$ cat config.mk
export PLATFORM = sky130hd
export DESIGN_NAME = mc_seq_ctrl
export DESIGN_NICKNAME = d
export VERILOG_FILES = /design/src/rtl/mc_seq_ctrl.sv
export SDC_FILE = /design/constraint.sdc
export NUM_CORES = 1
export LEC_CHECK = 0
export CAP_MARGIN = 0
export CORE_MARGIN = 5
export CORE_UTILIZATION = 36
export CTS_CLUSTER_SIZE = 16
export DETAILED_ROUTE_END_ITERATION = 6
export PLACE_DENSITY = 0.75
export SLEW_MARGIN = 15
export SYNTH_ARGS = -nofsm -noshare
export SYNTH_HDL_FRONTEND = slang
export SYNTH_SLANG_ARGS = --single-unit
$ cat constraint.sdc
create_clock -name clk -period 1.8 [get_ports clk]
set_input_delay 0.18 -clock clk [delete_from_list [all_inputs] [get_ports clk]]
set_output_delay 0.18 -clock clk [all_outputs]
set_load 0.02 [all_outputs]
$ cat src/rtl/mc_seq_ctrl.sv
// mc_seq_ctrl: multi-cycle IF/ID/EXE/MEM/WB sequencer owning PC, IR and state register.
// Performance counters are built only when MC_PERF_CNT_EN is defined.
module mc_seq_ctrl #(
  parameter logic [31:0] RESET_PC = 32'h1c00_0000
) (
  input  logic        clk,
  input  logic        resetn,
  output logic        inst_req,
  input  logic        inst_ack,
  input  logic [31:0] inst_rdata,
  output logic [31:0] pc,
  output logic [31:0] ir,
  input  logic        dec_is_br,
  input  logic        dec_is_load,
  input  logic        dec_is_store,
  input  logic        dec_gr_we,
  input  logic        br_taken,
  input  logic [31:0] br_target,
  output logic        opnd_le,
  output logic        alu_le,
  output logic        data_req,
  output logic        data_we,
  input  logic        data_ack,
  output logic        rf_we,
  output logic        retire,
  output logic [2:0]  state,
  output logic [31:0] cycle_cnt,
  output logic [31:0] instret_cnt
);

  localparam logic [2:0] S_IF  = 3'd0;
  localparam logic [2:0] S_ID  = 3'd1;
  localparam logic [2:0] S_EXE = 3'd2;
  localparam logic [2:0] S_MEM = 3'd3;
  localparam logic [2:0] S_WB  = 3'd4;

  logic [2:0]  state_q, state_d;
  logic [31:0] pc_q, pc_d;
  logic [31:0] ir_q, ir_d;
  logic        run_q;
  logic        retire_c;
  logic        is_load;
  logic        is_store;

  // Load wins when the decoder flags both load and store.
  assign is_load  = dec_is_load;
  assign is_store = dec_is_store & ~dec_is_load;

  always_comb begin
    state_d  = state_q;
    ir_d     = ir_q;
    retire_c = 1'b0;
    case (state_q)
      S_IF: begin
        if (run_q && inst_ack) begin
          ir_d    = inst_rdata;
          state_d = S_ID;
        end
      end
      S_ID: begin
        if (dec_is_br) begin
          retire_c = 1'b1;
          state_d  = S_IF;
        end else begin
          state_d = S_EXE;
        end
      end
      S_EXE: begin
        if (is_load || is_store) begin
          state_d = S_MEM;
        end else if (dec_gr_we) begin
          state_d = S_WB;
        end else begin
          retire_c = 1'b1;
          state_d  = S_IF;
        end
      end
      S_MEM: begin
        if (data_ack) begin
          if (is_load) begin
            state_d = S_WB;
          end else begin
            retire_c = 1'b1;
            state_d  = S_IF;
          end
        end
      end
      S_WB: begin
        retire_c = 1'b1;
        state_d  = S_IF;
      end
      default: state_d = S_IF;
    endcase
  end

  assign pc_d = retire_c ? (br_taken ? br_target : pc_q + 32'd4) : pc_q;

  // run_q keeps the fetch request low until the first edge after reset release.
  always_ff @(posedge clk or negedge resetn) begin
    if (!resetn) begin
      state_q <= S_IF;
      pc_q    <= RESET_PC;
      ir_q    <= 32'h0;
      run_q   <= 1'b0;
    end else begin
      state_q <= state_d;
      pc_q    <= pc_d;
      ir_q    <= ir_d;
      run_q   <= 1'b1;
    end
  end

  assign inst_req = run_q && (state_q == S_IF);
  assign opnd_le  = (state_q == S_ID);
  assign alu_le   = (state_q == S_EXE);
  assign data_req = (state_q == S_MEM);
  assign data_we  = (state_q == S_MEM) && is_store;
  assign rf_we    = (state_q == S_WB) && dec_gr_we;
  assign retire   = retire_c;
  assign pc       = pc_q;
  assign ir       = ir_q;
  assign state    = state_q;

`ifdef MC_PERF_CNT_EN
  logic [31:0] cycle_cnt_q;
  logic [31:0] instret_cnt_q;

  always_ff @(posedge clk or negedge resetn) begin
    if (!resetn) begin
      cycle_cnt_q   <= 32'h0;
      instret_cnt_q <= 32'h0;
    end else begin
      cycle_cnt_q <= cycle_cnt_q + 32'd1;
      if (retire_c) begin
        instret_cnt_q <= instret_cnt_q + 32'd1;
      end
    end
  end

  assign cycle_cnt   = cycle_cnt_q;
  assign instret_cnt = instret_cnt_q;
`else
  assign cycle_cnt   = 32'h0;
  assign instret_cnt = 32'h0;
`endif

endmodule
==> summary.txt <==
Yosys
  • Syn Inst Count: 395
  • FF+latch count, synth: 68
  • Syn Area/Cell: between 10 and 15 µm²
  • Yosys Warn Count: 0
  • Post-synth EDFFs: 0
  • Synth Flop Type: dfrtp_1
  • Mapped Area: a little under 4000 µm²
  • Synth unique cells: 57
  • Sequential cell area fraction in the yosys report: between 40% and 50%
  • Post-synth ARST share: 100.0%

Placed design
  • Gpl congestion: ~0.8
  • Count of buffers from port buffering: between 100 and 150
  • Dpl cell area: between 5000 and 6000 µm²
  • DP Cell Count: approximately 700
  • DP HPWL: ~8.7 mm

Setup path
  • Critical path peak fanout: 3
  • Crit end category: output pin
  • Crit path to: retire
  • CP arrival: approximately 1.8 ns
  • CP Data Required Time: approximately 1.6 ns
  • Flop2flop setup slack: -0.19 ns
  • Startpoint types: flop
  • CP startpoint: state[0]
  • Worst reg2reg endpoint: pc[30]
  • Worst R2R Start: state[0]
  • Critical path class: reg -> out
  • Worst Reg-to-Reg Cells: 8

GRT
  • Vias in the first global route: between 3k and 4k
  • First-pass GRT wire length: ~19 mm
  • GRT Total Usage: a little under a fifth
  • Largest net degree at the start of global routing: 69
  • Initial antenna violation count: 0
  • GRT overflow: 0

CTS
  • CTS Buffer Depth: 2
  • Clk pin slew, worst setup/hold paths: approximately 0.070 ns
  • Clock sink total: 68
  • Clk root buf: clkbuf_8
  • Num CTS Buffers: 9
  • Worst-skew pair later-pin latency: 0.35 ns
  • CTS tree: yes
  • H-Tree Depth: 3

STA
  • Max-slew violations: 0
  • Post-layout worst setup margin: -0.2032 ns
  • Fin. Hold Viols: 0
  • Highest Clock Rate: ~0.5 GHz
  • Clk_skew: between 0.01 and 0.015 ns
  • RSZ-0062 raised after global routing: yes
  • Shortest period the worst path allows: ~2.0 ns
  • Final setup fails: 29
  • Crit share post-route: 111.3%

Final layout
  • Commonest non-fill, non-tap cell in the layout: clkdlybuf4s50_1
  • Layout Cells excl Fill: between 700 and 800
  • Final #Nets: 657
  • Area delta synth->final: 56.38%
  • Layout cells sized above 1: 28.23%
  • Most frequent cells in the layout: clkdlybuf4s50_1, conb_1, dfrtp_1, buf_4, mux2_2
  • Antenna Cells: 0
  • Final Cell Area: between 6000 and 7000 µm²

Floorplanning
  • Die Y: 114.9 µm
  • Initial Utilization: 36.73%
  • Core ar.: approximately 11000 µm²
  • Row count: 38
  • I/O Pins: between 200 and 250
  • Die Area: roughly 13000 µm²
  • Die W: around 110 µm

Pwr
  • Leakage Power: roughly 2.6 nW
  • Peak supply drop: ~0.00095 V
  • Power Dens Cells: approximately 1700 nW/µm²

Routing
  • Via density: around 5
  • Antenna viol nets, final: 0
  • Vias: ~3.7k
  • Drt pass-1 iters: 6
  • Post-route DRC: 0
  • 1st-iter DRT viols: 136
  • Routed length per placed instance: about 17 µm
  • Final wirelength: between 10 and 15 mm

Status
  • Status: complete, but fails checks
  • Violated checks: setup timing

Hold path
  • Hold/Removal Path Class: in -> async

Run
  • Max Cap Viol: 0
[cell type report]
| cell class | count | area (µm²) |
|---|---|---|
| Clock buffer | 12 | 155.1 |
| Clock inverter | 4 | 95.09 |
| Fill cell | 935 | 4594 |
| Inverter | 4 | 20.02 |
| Multi-Input combinational cell | 302 | 2064 |
| Sequential cell | 68 | 1714 |
| Tap cell | 140 | 175.2 |
| Timing Repair Buffer | 198 | 1974 |
[cells in the mapped netlist, types with 2 or more instances]
master / count / share of area, %
nor2b_1: 4 / 0.63
a311oi_1: 3 / 0.66
mux2i_1: 4 / 1.0
a22o_1: 3 / 0.66
buf_2: 4 / 0.51
a22oi_1: 2 / 0.38
conb_1: 2 / 0.19
o21ai_1: 4 / 0.51
a31o_2: 5 / 1.1
nor4b_1: 3 / 0.66
inv_1: 3 / 0.28
mux2_2: 34 / 9.7
nor4_1: 2 / 0.32
nand2_1: 17 / 1.6
a21o_1: 5 / 0.95
a2111oi_0: 2 / 0.44
a21oi_1: 33 / 4.2
nand4_1: 6 / 0.95
a31oi_1: 2 / 0.32
o2bb2ai_1: 4 / 0.88
dfrtp_1: 65 / 41
and3_1: 6 / 0.95
clkbuf_1: 12 / 1.1
a211oi_1: 3 / 0.57
nor3_1: 8 / 1.0
dfstp_2: 3 / 2.0
nor4_4: 2 / 1.1
nand2b_1: 4 / 0.63
o22ai_1: 3 / 0.47
a32oi_1: 2 / 0.44
nand3_1: 10 / 1.3
nor2_1: 20 / 1.9
o21ai_0: 23 / 2.9
buf_4: 67 / 13
o22a_1: 3 / 0.66
[worst min-delay path by stage]
stage / start / to / slack, ns
global placement: resetn / ir[4] / 0.23
global route: resetn / ir[12] / 0.41
CTS: br_taken / pc[21] / 0.33
floorplan: resetn / ir[0] / -0.12
finish: resetn / ir[4] / 0.36
detailed placement: resetn / ir[4] / 0.24
[flip-flops by register name, summed over array words and instances, names as in the netlist]
register  count
ir           32
run_q         1
state         3
pc           32
[power by group]
| group | leakage (nW) | switching (mW) | internal, mW |
|---|---|---|---|
| Clock | 0.127 | 0.593 | 0.995 |
| Combinational | 1.70 | 2.91 | 3.01 |
| Sequential | 0.796 | 0.566 | 2.30 |
| Total | 2.62 | 4.07 | 6.30 |
[per-layer routing]
metal / wire length (µm) / up-vias / part of all wire, % / GRT usage (%)
met5: 0 / - / 0 / 0
met4: 194 / 0 / 1.6 / 7.355
li1: - / 1672 / - / -
met3: 1710 / 15 / 14 / 8.211
met2: 5917 / 227 / 48 / 30.44
met1: 4458 / 1759 / 36 / 19.66
[through the flow]
step / power, mW / setup TNS, ns / utilization (%) / worst slack [ns] / hold slack [ns]
after global placement: 7.949 / -7.420 / 51.97 / -0.4496 / 0.2311
after detailed placement: 8.091 / -7.907 / 51.97 / -0.4537 / 0.2365
final: 10.37 / -3.156 / 57.43 / -0.2032 / 0.3592
after floorplan: 5.630 / -3.426 / - / -0.1684 / -0.1156
after global routing: 10.96 / -5.171 / 57.43 / -0.2626 / 0.4056
after CTS: 10.23 / -3.018 / 56.39 / -0.2182 / 0.3349
[critical path: stages (launching register included)]
cell and delay (ns):
dfrtp_2 0.42, or3b_4 0.38, or3_4 0.33, o221a_4 0.14, inv_6 0.09, buf_6 0.12
[cell families after synthesis]
logic type               Yosys count  synth area share (%)
adder cells (fa/ha/maj)            1                0.3156
other                              2                0.1895
AO/OA/AOI/OAI                    103                 16.67
AND/OR/NAND/NOR                   95                 13.86
buffers and inverters             88                 15.28
flip-flops                        68                 43.02
multiplexers                      38                 10.67
[timing repair]
item | CTS | global route
buffers inserted | 4 | 3
hold endpoints to repair | 65 | 0
cloned | 3 | 0
pin swaps | 6 | 6
gates resized for setup | 51 | 28
hold buffers | 1 | 0
endpoints found under the setup margin | 39 | 38
(Power assumes the default switching activity.)
